[config.mk]
export PLATFORM = sky130hd
export DESIGN_NAME = checkout_controller
export DESIGN_NICKNAME = d
export VERILOG_FILES = /design/src/rtl/checkout_controller.sv
export SDC_FILE = /design/constraint.sdc
export NUM_CORES = 1
export LEC_CHECK = 0
export CORE_MARGIN = 2
export CORE_UTILIZATION = 50
export CTS_CLUSTER_DIAMETER = 40
export DETAILED_ROUTE_END_ITERATION = 8
export DONT_BUFFER_PORTS = 1
export PLACE_DENSITY = 0.8
export SLEW_MARGIN = 15
export SYNTH_ARGS = -nofsm -noshare
export SYNTH_HDL_FRONTEND = slang
export SYNTH_SLANG_ARGS = --single-unit
[constraint.sdc]
create_clock -name clk -period 2.6 [get_ports clk]
set_input_delay 0.65 -clock clk [delete_from_list [all_inputs] [get_ports clk]]
set_output_delay 0.65 -clock clk [all_outputs]
set_load 0.02 [all_outputs]
[src/rtl/checkout_controller.sv]
`default_nettype none
// ============================================================================
// Module   : checkout_controller
// Purpose  : Transaction sequencer for the bar-code cash register. Latches
//            the scanned price, accumulates inserted coins, chooses refund or
//            change on confirm/cancel/timeout and drives the state, money and
//            price buses into the change-calculation datapath.
// Ports    : clk, reset (sync, active-high)
//            scanValid/scanFound/scanPrice  - scanner result strobe
//            coinValid/coinValue            - coin acceptor strobe
//            confirm, cancel                - customer buttons
//            mainState  [2:0] - 0 IDLE, 1 WAIT_MONEY, 2 REFUND, 3 CHANGE
//            inputMoney [4:0] - accumulated coin total
//            valueToPay [4:0] - latched price
//            dispense, coinReject, scanError - one-cycle pulses
// Revision : 1.0 - initial release
// ============================================================================
module checkout_controller #(
    parameter int TIMEOUT_CYCLES = 1000,
    parameter int HOLD_CYCLES    = 4
) (
    input  logic       clk,
    input  logic       reset,
    input  logic       scanValid,
    input  logic       scanFound,
    input  logic [4:0] scanPrice,
    input  logic       coinValid,
    input  logic [4:0] coinValue,
    input  logic       confirm,
    input  logic       cancel,
    output logic [2:0] mainState,
    output logic [4:0] inputMoney,
    output logic [4:0] valueToPay,
    output logic       dispense,
    output logic       coinReject,
    output logic       scanError
);

    localparam int TW = $clog2(TIMEOUT_CYCLES);
    localparam int HW = $clog2(HOLD_CYCLES + 1);

    localparam logic [2:0] c_ST_IDLE   = 3'd0;
    localparam logic [2:0] c_ST_WAIT   = 3'd1;
    localparam logic [2:0] c_ST_REFUND = 3'd2;
    localparam logic [2:0] c_ST_CHANGE = 3'd3;

    // The timer holds (cycles since last activity - 1); the timeout fires
    // when its incremented value reaches TIMEOUT_CYCLES-1, which puts REFUND
    // exactly TIMEOUT_CYCLES cycles after the last accepted coin or scan.
    localparam logic [TW-1:0] c_TIMER_LAST = TW'(TIMEOUT_CYCLES - 1);
    localparam logic [HW-1:0] c_HOLD_LAST  = HW'(HOLD_CYCLES - 1);

    logic [2:0]    r_state;
    logic [4:0]    r_inputMoney;
    logic [4:0]    r_valueToPay;
    logic [TW-1:0] r_timer;
    logic [HW-1:0] r_hold;
    logic          r_dispense;
    logic          r_coinReject;
    logic          r_scanError;

    logic [2:0]    w_stateNext;
    logic [4:0]    w_inputMoneyNext;
    logic [4:0]    w_valueToPayNext;
    logic [TW-1:0] w_timerNext;
    logic [HW-1:0] w_holdNext;
    logic          w_dispenseNext;
    logic          w_coinRejectNext;
    logic          w_scanErrorNext;

    logic [5:0]    w_coinSum;
    logic [TW-1:0] w_timerInc;

    always_ff @(posedge clk) begin
        if (reset) begin
            r_state      <= c_ST_IDLE;
            r_inputMoney <= '0;
            r_valueToPay <= '0;
            r_timer      <= '0;
            r_hold       <= '0;
            r_dispense   <= 1'b0;
            r_coinReject <= 1'b0;
            r_scanError  <= 1'b0;
        end else begin
            r_state      <= w_stateNext;
            r_inputMoney <= w_inputMoneyNext;
            r_valueToPay <= w_valueToPayNext;
            r_timer      <= w_timerNext;
            r_hold       <= w_holdNext;
            r_dispense   <= w_dispenseNext;
            r_coinReject <= w_coinRejectNext;
            r_scanError  <= w_scanErrorNext;
        end
    end

    always_comb begin
        w_stateNext      = r_state;
        w_inputMoneyNext = r_inputMoney;
        w_valueToPayNext = r_valueToPay;
        w_timerNext      = r_timer;
        w_holdNext       = r_hold;
        w_dispenseNext   = 1'b0;
        w_coinRejectNext = 1'b0;
        w_scanErrorNext  = 1'b0;

        // Bit 5 of the widened sum flags a total that no longer fits in 5 bits.
        w_coinSum  = {1'b0, r_inputMoney} + {1'b0, coinValue};
        w_timerInc = r_timer + 1'b1;

        case (r_state)
            c_ST_IDLE: begin
                w_coinRejectNext = coinValid;
                if (scanValid) begin
                    if (scanFound) begin
                        w_stateNext      = c_ST_WAIT;
                        w_valueToPayNext = scanPrice;
                        w_inputMoneyNext = '0;
                        w_timerNext      = '0;
                    end else begin
                        w_scanErrorNext = 1'b1;
                    end
                end
            end

            c_ST_WAIT: begin
                if (cancel) begin
                    w_stateNext      = c_ST_REFUND;
                    w_holdNext       = '0;
                    w_coinRejectNext = coinValid;
                end else if (confirm) begin
                    w_holdNext       = '0;
                    w_coinRejectNext = coinValid;
                    if (r_inputMoney >= r_valueToPay) begin
                        w_stateNext    = c_ST_CHANGE;
                        w_dispenseNext = 1'b1;
                    end else begin
                        w_stateNext = c_ST_REFUND;
                    end
                end else if (w_timerInc == c_TIMER_LAST) begin
                    // A coin arriving on the timeout cycle is too late to count.
                    w_stateNext      = c_ST_REFUND;
                    w_holdNext       = '0;
                    w_coinRejectNext = coinValid;
                end else if (coinValid && !w_coinSum[5]) begin
                    w_inputMoneyNext = w_coinSum[4:0];
                    w_timerNext      = '0;
                end else begin
                    w_coinRejectNext = coinValid;
                    w_timerNext      = w_timerInc;
                end
            end

            c_ST_REFUND, c_ST_CHANGE: begin
                // Money and price stay frozen so the datapath sees stable
                // operands for the whole hold window.
                w_coinRejectNext = coinValid;
                if (r_hold == c_HOLD_LAST) begin
                    w_stateNext      = c_ST_IDLE;
                    w_inputMoneyNext = '0;
                    w_valueToPayNext = '0;
                end else begin
                    w_holdNext = r_hold + 1'b1;
                end
            end

            default: begin
                // Unreachable encodings recover to a clean IDLE.
                w_stateNext      = c_ST_IDLE;
                w_inputMoneyNext = '0;
                w_valueToPayNext = '0;
                w_timerNext      = '0;
                w_holdNext       = '0;
            end
        endcase
    end

    assign mainState  = r_state;
    assign inputMoney = r_inputMoney;
    assign valueToPay = r_valueToPay;
    assign dispense   = r_dispense;
    assign coinReject = r_coinReject;
    assign scanError  = r_scanError;

endmodule
`default_nettype wire

; ---- Word-level counts from Yosys, hierarchy flattened
; Cells that the tools add are included.
[totals]
register_bits = 29
in_bits = 17
out_inout_bits = 16
word_cells = 81
[classes]
add_sub_neg = 3
n_lt_le_gt_ge = 1
eq_ne = 14
muxes = 38
bitwise_logic = 5
n_reduce_logical = 12
[ops]
columns = op, n
row1 = $mux W10, 6
row2 = $mux W5, 9
row3 = $mux W3, 10
row4 = $pmux W10 S3, 1
row5 = $pmux W5 S3, 2
row6 = $pmux W3 S3, 2
row7 = $ne A2 B2 Y1 const B, 8
row8 = $add A10 B1 Y10 const B, 1
row9 = $eq A10 B10 Y1 const B, 1
row10 = $eq A3 B2 Y1 const B, 3
row11 = $reduce_and A4 Y1, 2
row12 = $mux W1, 7
row13 = $reduce_and A7 Y1, 1
row14 = $add A5 B5 Y6, 1
row15 = $reduce_and A6 Y1, 1
row16 = $reduce_or A3 Y1, 2
row17 = $ge A5 B5 Y1, 1
row18 = $not A1 Y1, 5
row19 = $ne A4 B4 Y1 const B, 1
row20 = $reduce_or A4 Y1, 1
row21 = $add A3 B1 Y3 const B, 1
row22 = $eq A3 B1 Y1 const B, 1
row23 = $logic_not A3 Y1, 1
row24 = $reduce_and A3 Y1, 1
row25 = 4 further kinds, 4

; ---- Logic depth before layout (Yosys ltp)
; Gate-level depths: netlist of run 1.
[logic_depth]
word_depth = 8
mapped_depth = 9
depth_no_buf = 9

; ---- Worst setup path before layout of run 1
; No wires, ideal clock.
[synth_path]
path_kind = input port to flip-flop
from = input port coinValue[1]
to = register r_inputMoney[2] (netlist: inputMoney[2])
arrival_ns = 2.426
t_required_ns = 2.537
slack_ns = 0.111
path_stages = 7
path_cell_list = ha_1 -> a211oi_1 -> o21bai_1 -> a211oi_1 -> nor4b_2 -> mux2_4 -> nor2_2
[synth_between]
elab_chain_len = 6
word_cells_on_any_way = 10
classes_between = 1 x add/sub / 1 x eq/ne / 5 x mux / 3 x reduce/logical
[synth_lines]
columns = item, line_no
row1 = from (decl), 28  ; input logic [4:0] coinValue,
row2 = $add A5 B5 Y6 (*), 107  ; w_coinSum = {1'b0, r_inputMoney} + {1'b0, coinValue};
row3 = $mux W5, 144  ; end else if (coinValid && !w_coinSum[5]) begin
row4 = $mux W5, 139  ; end else if (w_timerInc == c_TIMER_LAST) begin
row5 = $mux W5, 130  ; end else if (confirm) begin
row6 = $mux W5, 126  ; if (cancel) begin
row7 = $pmux W5 S3, 110  ; case (r_state)
row8 = to (signal assigned), 86  ; r_inputMoney <= w_inputMoneyNext;
row9 = to (decl), 54  ; logic [4:0] r_inputMoney;
; Every way passes the cells marked *; elsewhere a longest branch is shown, timed or not. The select of a mux whose other input is x is not followed.
; A chain may end at the register's enable or synchronous reset.

; ---- Final worst setup path of run 1
[layout_path]
from = register r_timer[3]
to = register r_timer[7]
[layout_between]
elab_chain_len = 6
word_cells_on_any_way = 9
classes_between = 1 x add/sub / 2 x eq/ne / 5 x mux / 1 x reduce/logical
[layout_lines]
columns = item, line_no
row1 = from (decl), 56  ; logic [TW-1:0] r_timer;
row2 = from (signal assigned), 88  ; r_timer <= w_timerNext;
row3 = $add A10 B1 Y10 (*), 108  ; w_timerInc = r_timer + 1'b1;
row4 = $mux W10, 144
row5 = $mux W10, 139
row6 = $mux W10, 130
row7 = $mux W10, 126
row8 = $pmux W10 S3, 110
; Marks and branches as above.

==> key figures, run 1 <==
Job
  • Max Cap Viol: 0

Power
  • Leakage: 0.770 nW
  • Maximum VDD drop: 394 uV
  • Cell Pwr Density: 447 nW/um^2
  • Power Total: 0.887 mW

Logic synthesis
  • Seq cells post-synth: 28
  • Yosys top cell by area: dfxtp_1
  • Synth Area per Inst: approximately 8.5 um^2
  • Post-synthesis cell area: between 1500 and 2000 um^2
  • Synth warnings: 0
  • Synth Instances: 210
  • Post-synth top cells: dfxtp_1, nand2_1, a21oi_1, inv_1
  • Sequential-to-total area share from yosys stat: a little under a third
  • Post-synth top area share: a little under a third
  • Synth top area cells: dfxtp_1, ha_1, a21oi_1, nand2_1, inv_1
  • Ys flop type: dfxtp_1
  • Cell with the most instances after synthesis: dfxtp_1
  • Post-synth ARST share: 0%
  • Post-synth EDFFs: 0
  • Synth Net Count: 242
  • Distinct cells, synth: between 50 and 60

Global routing
  • Pin count of the biggest net entering global routing: 21
  • First-pass GRT wire length: 6.57 mm
  • Total global routing overflow: 0
  • Vias in the first global route: about 1,400
  • Initial antenna violation count: 0
  • Global Route Usage Sum: around a fifth

CTS
  • Num CTS Buffers: 3
  • Clock Sinks: 28
  • Worst-Skew Late Latency: 0.34 ns
  • CTS tree: done
  • CTS clk-pin slew, worst paths: 0.16 ns
  • H-tree lvl count: 1
  • Max clock buf depth: 2
  • Root Driver: clkbuf_4
  • # Post-CTS Setup Buffers: 0

Critical path
  • Cell breakdown of the critical path: and2_1 > nand4_1 > o211ai_1 > a211oi_4 > o41ai_4 > o21ai_0 > o2bb2ai_1
  • Slowest stage cell, crit path: o41ai_4
  • CP Buf/Inv Count: 0
  • Crit Path Max Fanout: 9
  • Crit-path leading delay family: compound AO/OA/AOI/OAI gates
  • Crit path DAT: 2.65 ns
  • Worst Path Required: 2.83 ns
  • Critical path class: reg2reg
  • CP startpoint kind: register
  • CP max stage delay: 0.60 ns
  • Nature of the critical path endpoint: register

Outcome
  • Status: complete, no violations

Placement
  • Buffers on Ports: 0
  • Detail Placement HPWL: 2.95 mm
  • RD Place Congestion: 0.851

Drt
  • WL final: 3.89 mm
  • Vias: 1,583
  • Iteration count of the initial detailed-routing pass: 4
  • DRC: 0
  • Iteration-0 DRC count of the detailed router: 133
  • Vias per inst: 5.84
  • Antenna viol nets, final: 0
  • Routed length per instance: 14.3 um

STA
  • Worst-Margin Slew: 0.607 ns
  • Fmax: 412 MHz
  • Final Cycle Share: 93.3%
  • Crit path time final: 2.42 ns
  • Final Hold Vio Count: 0
  • Slew Viols, Final: 0
  • Max transition margin: 59.2%
  • RSZ-0062 raised after global routing: false
  • Final setup fails: 0
  • Clock Skews: 0.0184 ns

Floorplanning
  • Die W: around 64 um
  • Starting Density: 52.6%
  • Die area: 4060 um^2
  • Die Ht: between 60 and 70 um
  • Std-Cell Core Area: between 3000 and 4000 um^2
  • # IOs: 33
  • Rows: 21

Layout
  • Ant. Diodes: 0
  • Reg area: 561 um^2
  • Fin util: 58.6%
  • # fillers: slightly below 300
  • Layout cells sized above 1: 15.1%
  • Nets@finish: 258
  • Area of the multi-input gates: 1140 um^2
  • Area growth syn-to-layout: 11.3%

Worst hold path
  • Hold crit path type: in2reg
-- worst register-to-register path: cells and delay by family (launching register included) --
kind	cells	cell delay (ns)
AO/OA/AOI/OAI	5	1.46
flip-flops	1	0.46
AND/OR/NAND/NOR	2	0.39
-- cell usage in the layout (no fill, tap or decap), drive strengths merged, types with 3 or more instances in the layout --
cell type  Yosys  routed
clkbuf         4       4
or3            4       4
a211oi         4       4
nor2          15      15
nand2         21      21
xor2           4       4
a21oi         17      17
a31oi          3       3
nand3b         3       3
nor3           4       4
dfxtp         28      28
inv           15      15
nand3         10      10
a21o           4       4
o2bb2ai        4       4
o21ai          8       8
buf            3      18
nor2b          5       5
ha            14      14
nand2b         4       4
-- registers in the layout, indices dropped and copies added (netlist names) --
signal and cells:
coinReject 1, mainState 2, r_hold 3, r_timer 10, dispense 1, scanError 1
valueToPay 5, inputMoney 5
-- layer usage --
layer  global-route usage [%]  vias up  wire [um]  share of wire (%)
li1                         -      788          -                  -
met1                     27.6      746       1950                 50
met2                     30.3       43       1750                 45
met3                     4.58        6        141                3.6
met4                     6.25        0         44                1.1
met5                        0        -          0                  0
-- timing repair --
| item | CTS | global route |
|---|---|---|
| setup endpoints to repair | 1 | 4 |
| hold endpoints to repair | 0 | 0 |
| hold buffers | 0 | 0 |
| gates resized for setup | 1 | 1 |
-- layout make-up --
class                           count  area share, %
Multi-Input combinational cell    160           57.4
Timing Repair Buffer               18           6.81
Clock buffer                        4           1.83
Sequential cell                    28           28.2
Tap cell                           46           2.90
Inverter                           15           2.84
-- per-stage QoR --
| stage | instances | worst slack [ns] | area [um^2] | hold slack (ns) | TNS, ns |
|---|---|---|---|---|---|
| after floorplan | 210 | 0.111 | 1780 | 0.459 | 0 |
| after global placement | 267 | -0.0222 | 1930 | 0.478 | -0.0222 |
| after detailed placement | 267 | -0.124 | 1930 | 0.485 | -0.306 |
| after CTS | 271 | 0.00186 | 1980 | 0.347 | 0 |
| after global routing | 271 | 0.0429 | 1990 | 0.330 | 0 |
| final | 271 | 0.175 | 1990 | 0.353 | 0 |
-- path summary, 6_finish.rpt --
kind | slack (ns) | to | start | cells past startpoint
max | 0.18 | r_timer[7]$_SDFFE_PP0P_ | r_timer[3]$_SDFFE_PP0P_ | 7
min | 0.35 | inputMoney[2]$_SDFFE_PP0P_ | reset | 1
max reg2reg | 0.18 | r_timer[7]$_SDFFE_PP0P_ | r_timer[3]$_SDFFE_PP0P_ | 7
min reg2reg | 0.51 | r_hold[2]$_SDFFE_PP0P_ | r_hold[2]$_SDFFE_PP0P_ | 2
-- cell families after synthesis --
| kind of cell | synth area share [%] |
|---|---|
| AOI/OAI and AO/OA | 23.4 |
| xor gates and xnor gates | 2.95 |
| adders and majority gates | 10.9 |
| buffers and inverters | 5.68 |
| DFF | 31.4 |
| muxes | 2.24 |
| other | 0.210 |
| and+or+nand+nor | 23.1 |
-- power breakdown --
part / internal, mW / leakage, nW / switching (mW)
combinational: 0.0796 / 0.521 / 0.117
clock: 0.0857 / 0.0210 / 0.129
sequential: 0.449 / 0.227 / 0.0265
Power figures use the tool's default switching activity.
==> run 2, diff against run 1 <==
--- a/config.mk
+++ b/config.mk
@@ -11,7 +11,7 @@
 export DETAILED_ROUTE_END_ITERATION = 8
 export DONT_BUFFER_PORTS = 1
 export PLACE_DENSITY = 0.8
-export SLEW_MARGIN = 15
+export SLEW_MARGIN = 20
 export SYNTH_ARGS = -nofsm -noshare
 export SYNTH_HDL_FRONTEND = slang
 export SYNTH_SLANG_ARGS = --single-unit
==> results of run 2 <==
Same layout as run 1: the final DEF is identical, and so are final timing and power.
==> run 3, diff against run 2 <==
==> constraint.sdc (replaced) <==
create_clock -name clk -period 2 [get_ports clk]
set_input_delay 0.5 -clock clk [delete_from_list [all_inputs] [get_ports clk]]
set_output_delay 0.5 -clock clk [all_outputs]
set_load 0.02 [all_outputs]
==> run 3 against run 2 <==
The flow now finishes with violations (setup timing). Setup slack lost 0.37 ns. Critical path depth grew 1. Largest cell class unchanged. Clock-buffer cell count is the same. Fmax grew 10%. Power grew 40%. Final cell count grew 13%. Clock skew shrank 0.0089 ns. Sequential share of layout area shrank 4.7 points. Wire length grew 29%. Highest routed layer unchanged. Sequential power grew 27%. Die area is the same. Worst hold slack lost 0.16 ns.
==> key figures, run 3 (synthesized netlist as in run 1, its figures left out) <==
CTS
  • Root Driver: clkbuf_4
  • CTS tree: done
  • Worst-Skew Late Latency: 0.34 ns
  • Max clock buf depth: 2
  • H-tree lvl count: 1
  • Num CTS Buffers: 3
  • CTS clk-pin slew, worst paths: 0.16 ns
  • Clock Sinks: 28

Global routing
  • First-pass GRT wire length: 8.42 mm
  • Total global routing overflow: 0
  • Initial antenna violation count: 0
  • Pin count of the biggest net entering global routing: 21
  • Vias in the first global route: about 1,800
  • Global Route Usage Sum: a little over a quarter

Critical path
  • Reg2Reg Setup Slack: -0.20 ns
  • Worst r2r src: r_timer[2]$_SDFFE_PP0P_
  • CP max stage delay: 0.37 ns
  • Slowest stage cell, crit path: dfxtp_2
  • Crit-path leading delay family: compound AO/OA/AOI/OAI gates
  • FF-to-FF End: r_timer[1]$_SDFFE_PP0P_
  • CP Buf/Inv Count: 1
  • CP startpoint: r_timer[2]$_SDFFE_PP0P_
  • Critical path class: reg2reg
  • Worst Path Required: roughly 2.2 ns
  • CP startpoint kind: register
  • Nature of the critical path endpoint: register
  • Worst R2R Path Depth: 8
  • Crit path DAT: 2.44 ns
  • Crit Path Max Fanout: 5
  • Cell breakdown of the critical path: and3_4 > or3_1 > a211o_1 > a211oi_4 > buf_6 > nor3_4 > a21o_1 > mux2_4

Worst hold path
  • Hold wc startpoint: reset
  • Hold Path Depth: 1
  • Hold crit path type: in2reg
  • Hold path endpoint: inputMoney[2]$_SDFFE_PP0P_

Layout
  • Max reg flops: 10
  • Biggest register: r_timer
  • Most frequent cells in the layout: buf_4, nand2_1, dfxtp_1, inv_1, a21oi_1
  • Ant. Diodes: 0
  • Layout cells sized above 1: 39.5%
  • Fin util: 72.1%
  • Nets@finish: 294
  • Area growth syn-to-layout: 37.0%
  • Leading cell type in the layout, fill and taps excluded: buf_4

STA
  • Final Hold Vio Count: 0
  • Final WS setup: -0.198 ns
  • RSZ-0062 raised after global routing: true
  • Crit path time final: approximately 2.2 ns
  • Final Cycle Share: 110%
  • Clock Skews: roughly 0.0095 ns
  • Worst hold slack: 0.190 ns
  • Fmax: ~450 MHz
  • Slew Viols, Final: 0
  • Final setup fails: 21

Power
  • Cell Pwr Density: 506 nW/um^2
  • Leakage: 0.996 nW
  • Maximum VDD drop: 583 uV

Drt
  • DRC: 0
  • Iteration count of the initial detailed-routing pass: 4
  • WL final: 5.02 mm
  • Antenna viol nets, final: 0
  • Vias per inst: 5.73
  • Iteration-0 DRC count of the detailed router: approximately 200
  • Vias: 1,758
  • Routed length per instance: 16.3 um

Floorplanning
  • Starting Density: 52.6%
  • Std-Cell Core Area: 3390 um^2
  • Die Ht: 63.7 um
  • Die area: 4060 um^2
  • Die W: 63.7 um
  • # IOs: 33
  • Rows: 21

Outcome
  • Status: complete, but fails checks
  • Failing checks: setup timing

Placement
  • Detail Placement HPWL: roughly 3.4 mm
  • Buffers on Ports: 0
  • RD Place Congestion: 0.906

Job
  • Max Cap Viol: 0
==> run 3: worst max-delay path by stage <==
stage	end	depth (start not counted)
CTS	r_timer[1]$_SDFFE_PP0P_	8
floorplan	r_timer[1]$_SDFFE_PP0P_	9
detailed placement	r_timer[9]$_SDFFE_PP0P_	8
finish	r_timer[1]$_SDFFE_PP0P_	8
global route	inputMoney[0]$_SDFFE_PP0P_	8
global placement	r_timer[9]$_SDFFE_PP0P_	8
==> run 3: metal layers <==
| layer | track usage [%] | wire (um) | vias up |
|---|---|---|---|
| met4 | 7.34 | 61 | 0 |
| met1 | 33.7 | 2100 | 826 |
| met5 | 0 | 0 | - |
| met3 | 6.51 | 314 | 8 |
| met2 | 43.8 | 2540 | 63 |
| li1 | - | - | 861 |
==> run 3: where the power goes <==
| part | leakage, nW | switching (mW) | internal (mW) |
|---|---|---|---|
| Sequential | 0.232 | 0.0218 | 0.583 |
| Combinational | 0.743 | 0.197 | 0.150 |
| Clock | 0.0210 | 0.175 | 0.112 |
==> run 3: cell type report <==
class                   instances  area (um^2)
inverters                      15         56.3
well taps                      46         57.6
clock buffers                   4         36.3
repair buffers                 54          413
fillers                       252          945
multi-input cells             160         1310
flip-flops and latches         28          574
==> run 3: stage by stage <==
step | setup TNS [ns] | instances | cell area, um^2 | power [mW] | setup WS, ns
final | -2.33 | 307 | 2440 | 1.24 | -0.198
after global routing | -3.95 | 307 | 2440 | 1.31 | -0.295
after CTS | -1.35 | 305 | 2370 | 1.23 | -0.133
after detailed placement | -5.25 | 294 | 2180 | 0.926 | -0.614
after global placement | -4.08 | 294 | 2180 | 0.914 | -0.474
after floorplan | -1.87 | 210 | 1830 | 0.821 | -0.243
==> run 3: timing repair <==
item	4_1_cts	5_1_grt
buffers inserted	6	5
hold buffers	0	0
resized for setup	30	15
pin swaps	7	14
gates cloned	1	0
hold endpoints to repair	0	0
setup endpoints to repair	21	22
==> patch 1, RTL diff (flow settings as in run 1) <==
Change the parameter `HOLD_CYCLES` from 4 to 8.
--- a/src/rtl/checkout_controller.sv
+++ b/src/rtl/checkout_controller.sv
@@ -18,5 +18,5 @@
 module checkout_controller #(
     parameter int TIMEOUT_CYCLES = 1000,
-    parameter int HOLD_CYCLES    = 4
+    parameter int HOLD_CYCLES    = 8
 ) (
     input  logic       clk,
Behaviour: not the same (Yosys sat finds a counterexample within 10 cycles, from zero or initial values and one cycle with reset high).
==> patch 1 against run 1 <==
Clock power is 130% higher. Routed wire length is 0.80% lower. Die area is 2.9% higher. Area after synthesis is 3.1% higher. Sequential cell count is 1 higher. Design area is 5.9% higher. Combinational power is 42% lower. Worst setup slack better by 7.2 ps. Power is 21% higher. Global-route usage is 0.74 points higher. Largest power group is now clock.
==> patch 1: results (changes against run 1) <==
{
  "outcome": {"value": "finished clean", "change": "unchanged"},
  "post_synth_main_area_contributors": {"value": "sky130_fd_sc_hd__dfxtp_1, sky130_fd_sc_hd__ha_1, sky130_fd_sc_hd__a21oi_1", "change": "unchanged"},
  "finalWirelength": {"value": 3860, "unit": "um", "change": "was 3890 um"},
  "ir_drop": {"value": 263, "unit": "uV", "change": "was 394 uV"},
  "largest_register_ff_count": {"value": 10, "change": "unchanged"},
  "fillerInstances": {"value": 330, "change": "was 290"},
  "mappedNetlistNets": {"value": 253, "change": "was 242"},
  "worst-endpoint-arrival": {"value": 2640, "unit": "ps", "change": "was 2650 ps"},
  "final_nets": {"value": 265, "change": "was 258"},
  "h_tree_lvl_count": {"value": 2, "change": "was 1"},
  "timing.critical_path.fanout_max": {"value": 10, "change": "was 9"},
  "grt_pass1_wl": {"value": 6600, "unit": "um", "change": "was 6570 um"},
  "synth_sequential_area_ratio": {"value": 31.6, "unit": "%", "change": "was 31.4%"},
  "post_route_cells_drive_above_1_share": {"value": 13.6, "unit": "%", "change": "was 15.1%"},
  "gp_congestion": {"value": 0.775, "change": "was 0.851"},
  "path_class": {"value": "reg -> reg", "change": "unchanged"},
  "timing.hold.worst.class": {"value": "in -> reg", "change": "unchanged"},
  "netlist-cell-type-count": {"value": 49, "change": "was 53"},
  "grt_usage": {"value": 20.5, "unit": "%", "change": "was 19.8%"},
  "inserted_clock_buffers": {"value": 5, "change": "was 3"},
  "clock_insertion_delay_worst_skew": {"value": 290, "unit": "ps", "change": "was 340 ps"},
  "fin_skew": {"value": 7.23, "unit": "ps", "change": "was 18.4 ps"},
  "synth.cells.most_frequent": {"value": "sky130_fd_sc_hd__dfxtp_1, sky130_fd_sc_hd__a21oi_1, sky130_fd_sc_hd__o21ai_0", "change": "was sky130_fd_sc_hd__dfxtp_1, sky130_fd_sc_hd__nand2_1, sky130_fd_sc_hd__a21oi_1"},
  "critPathSlowestCell": {"value": "sky130_fd_sc_hd__or3_1", "change": "was sky130_fd_sc_hd__o41ai_4"},
  "ctsRootBufferMaster": {"value": "sky130_fd_sc_hd__clkbuf_8", "change": "was sky130_fd_sc_hd__clkbuf_4"},
  "worst_r2r_path_depth": {"value": 9, "change": "was 7"},
  "grt_pass1_vias": {"value": 1527, "change": "was 1,434"},
  "max_slew.worst_pin.slew": {"value": 784, "unit": "ps", "change": "was 607 ps"},
  "clock_path_buffers": {"value": 2, "change": "unchanged"},
  "max_stage_delay": {"value": 400, "unit": "ps", "change": "was 600 ps"},
  "clk_transition_reported_paths": {"value": 70, "unit": "ps", "change": "was 160 ps"},
  "total_leakage_power": {"value": 0.840, "unit": "nW", "change": "was 0.770 nW"},
  "grt_start_max_net_pins": {"value": 33, "change": "was 21"},
  "syn_warnings": {"value": 0, "change": "unchanged"},
  "r2r-start": {"value": "r_timer[1]", "change": "was r_timer[3]"},
  "via_count_normalized_by_instance_count": {"value": 5.77, "change": "was 5.84"},
  "critical_path.reg2reg.endpoint": {"value": "inputMoney[4]", "change": "was r_timer[7]"},
  "dp.final_hpwl": {"value": 2810, "unit": "um", "change": "was 2950 um"}
}
patch 1: cell types whose count changed after synthesis, sizes merged, moves of 4 or more:
cell | run 1 | this run
a21oi | 17 | 21
or3 | 4 | 9
a22o | 2 | 6
nand2 | 21 | 13
nor2b | 5 | 9
o21ai | 8 | 15
nor3 | 4 | 8
o2bb2ai | 4 | 0
patch 1: power by group through the flow:
stage | Combinational (mW) | Clock (mW) | Sequential (mW)
2_1_floorplan | 0.0826 | 0 | 0.490
3_3_place_gp | 0.113 | 0 | 0.483
3_5_place_dp | 0.115 | 0 | 0.483
4_1_cts | 0.115 | 0.497 | 0.473
5_1_grt | 0.129 | 0.520 | 0.474
6_report | 0.115 | 0.488 | 0.473
patch 1: cell families after synthesis:
logic type | synth area share (%)
AOI/OAI and AO/OA | 24.1
muxes | 0.612
buffers and inverters | 5.37
other | 0.204
DFF | 31.6
and+or+nand+nor | 26.3
adders and majority gates | 9.93
xor gates and xnor gates | 1.90
patch 1: area by class of cell:
type                            instances  area share (%)
Sequential cell                        29            27.6
Multi-Input combinational cell        169            55.2
Clock inverter                          1            1.43
Clock buffer                            7            4.11
Tap cell                               48            2.86
Inverter                               12            2.14
Timing Repair Buffer                   17            6.67
patch 1: timing repair:
| action | 4_1_cts | 5_1_grt |
|---|---|---|
| gates resized for setup | 0 | 0 |
| setup endpoints to repair | 0 | 7 |
| buffers inserted | 0 | 1 |
patch 1: per-stage QoR:
| step | utilization (%) | cell area (um2) | cells | setup WS (ps) |
|---|---|---|---|---|
| finish | 58.3 | 2100 | 283 | 182 |
| global route | 58.3 | 2100 | 283 | 20.6 |
| CTS | 57.7 | 2080 | 282 | 106 |
| detailed placement | 54.5 | 1970 | 274 | 61.0 |
| global placement | 54.5 | 1970 | 274 | 112 |
| floorplan | - | 1840 | 222 | 66.9 |
patch 1: per-layer routing:
metal,track usage (%),wire length [um],vias to the layer above
met3,6.08,181,6
met1,23.2,1780,760
met4,9.31,51,0
met5,0,0,-
li1,-,-,833
met2,35.5,1850,33
patch 1: how the worst min path moves through the flow:
stage                                to  slack (ps)  cells after the start  startpoint
after global placement       r_timer[0]         480                      2  r_timer[0]
final                        r_timer[1]         430                      1       reset
after global routing      inputMoney[2]         410                      1       reset
after detailed placement      r_hold[1]         500                      2   r_hold[1]
after floorplan              r_timer[0]         470                      2  r_timer[0]
after CTS                 inputMoney[0]         420                      1       reset
==> patch 2, RTL diff (settings of run 1) <==
Without the edit above. Register the output `mainState` once more, without a reset; this adds one clock of latency there. The other outputs are not delayed to match.
--- a/src/rtl/checkout_controller.sv
+++ b/src/rtl/checkout_controller.sv
@@ -175,5 +175,7 @@
     end
 
-    assign mainState  = r_state;
+    always_ff @(posedge clk) begin
+        mainState <= r_state;
+    end
     assign inputMoney = r_inputMoney;
     assign valueToPay = r_valueToPay;
Function: changed (a bounded check fails within 4 cycles, from zero or initial values and one cycle with reset high).
==> patch 2 against run 1 <==
Sequential cell count increased by 2. Routed wire length decreased by 1.5%. Critical path depth decreased by 1. Largest power group unchanged. Power increased by 32%. Area after synthesis increased by 2.0%. Worst setup slack improved by 0.92 ps. Via count increased by 0.76%. Design area decreased by 0.57%.
==> patch 2: results (changes against run 1) <==
{
  "groute.layer.met2.usage": {"value": 33.5, "unit": "%", "change": "was 30.3%"},
  "wl_met1": {"value": 1700, "unit": "um", "change": "was 1950 um"},
  "inserted_clock_buffers": {"value": 5, "change": "was 3"},
  "timing.critical_path.fanout_max": {"value": 7, "change": "was 9"},
  "clk_transition_reported_paths": {"value": 110, "unit": "ps", "change": "was 160 ps"},
  "wl_met2": {"value": 1760, "unit": "um", "change": "was 1750 um"},
  "netlist-cell-type-count": {"value": 45, "change": "was 53"},
  "worst_r2r_path_depth": {"value": 6, "change": "was 7"},
  "final_nets": {"value": 262, "change": "was 258"},
  "worst_setup_path_endpoint": {"value": "r_timer[9]", "change": "was r_timer[7]"},
  "dp.final_hpwl": {"value": 2900, "unit": "um", "change": "was 2950 um"},
  "grt_start_max_net_pins": {"value": 20, "change": "was 21"},
  "met3_usage_in_global_routing": {"value": 6.87, "unit": "%", "change": "was 4.58%"},
  "grt_pass1_vias": {"value": 1524, "change": "was 1,434"},
  "outcome": {"value": "finished clean", "change": "unchanged"},
  "whs": {"value": 369, "unit": "ps", "change": "was 353 ps"},
  "total_leakage_power": {"value": 0.762, "unit": "nW", "change": "was 0.770 nW"},
  "gp_congestion": {"value": 0.908, "change": "was 0.851"},
  "syn_inst": {"value": 222, "change": "was 210"},
  "ir_drop": {"value": 627, "unit": "uV", "change": "was 394 uV"},
  "synth.cells.most_frequent": {"value": "sky130_fd_sc_hd__dfxtp_1, sky130_fd_sc_hd__a21oi_1, sky130_fd_sc_hd__inv_1", "change": "was sky130_fd_sc_hd__dfxtp_1, sky130_fd_sc_hd__nand2_1, sky130_fd_sc_hd__a21oi_1"},
  "r2r-start": {"value": "r_timer[5]", "change": "was r_timer[3]"},
  "mappedNetlistNets": {"value": 254, "change": "was 242"},
  "worst-endpoint-arrival": {"value": 2690, "unit": "ps", "change": "was 2650 ps"},
  "fin_skew": {"value": 15.2, "unit": "ps", "change": "was 18.4 ps"},
  "internal_power": {"value": 749, "unit": "uW", "change": "was 614 uW"},
  "via_count_normalized_by_instance_count": {"value": 5.76, "change": "was 5.84"},
  "place.detailed.instances": {"value": 269, "change": "was 267"},
  "detail_route.iter0.violations": {"value": 76, "change": "was 133"}
}
patch 2: cell count changes after synthesis, sizes merged, moves of 3 or more:
cell    before  now
a22oi        1    8
nand2b       4   10
o21ai        8    3
inv         15   19
o22ai        0    4
or3          4    0
a21oi       17   20
nand2       21   18
nand3       10   13
patch 2: power by group through the flow:
stage	logic [mW]	registers [mW]	clock network (mW)
2_1_floorplan	0.239	0.570	0
3_3_place_gp	0.269	0.594	0
3_5_place_dp	0.277	0.596	0
4_1_cts	0.278	0.585	0.311
5_1_grt	0.324	0.593	0.332
6_report	0.278	0.585	0.306
patch 2: kinds of logic after synthesis:
family,after synthesis,share of synthesized area (%)
and+or+nand+nor,79,22.8
buffers and inverters,29,6.60
DFF,30,33.0
xor gates and xnor gates,6,2.89
AOI/OAI and AO/OA,59,22.1
other,1,0.206
muxes,3,1.65
adders and majority gates,15,10.7
patch 2: layout make-up:
cell class,instances,share of cell area [%]
Clock inverter,2,0.634
Tap cell,46,2.92
Sequential cell,30,30.4
Timing Repair Buffer,11,4.18
Clock buffer,6,2.60
Multi-Input combinational cell,163,55.6
Inverter,19,3.61
patch 2: worst max-delay path, cell delays in order, from the launching register on:
cell and delay [ps]:
sky130_fd_sc_hd__dfxtp_1 470, sky130_fd_sc_hd__nand4_2 160, sky130_fd_sc_hd__o311a_1 370, sky130_fd_sc_hd__a311o_1 330
sky130_fd_sc_hd__a2111o_1 390, sky130_fd_sc_hd__or4b_1 510, sky130_fd_sc_hd__mux2i_1 130
patch 2: metrics by stage:
step	area (um2)	worst slack (ps)
floorplan	1820	232
global placement	1910	262
detailed placement	1910	203
CTS	1970	179
global route	1970	14.6
finish	1970	176
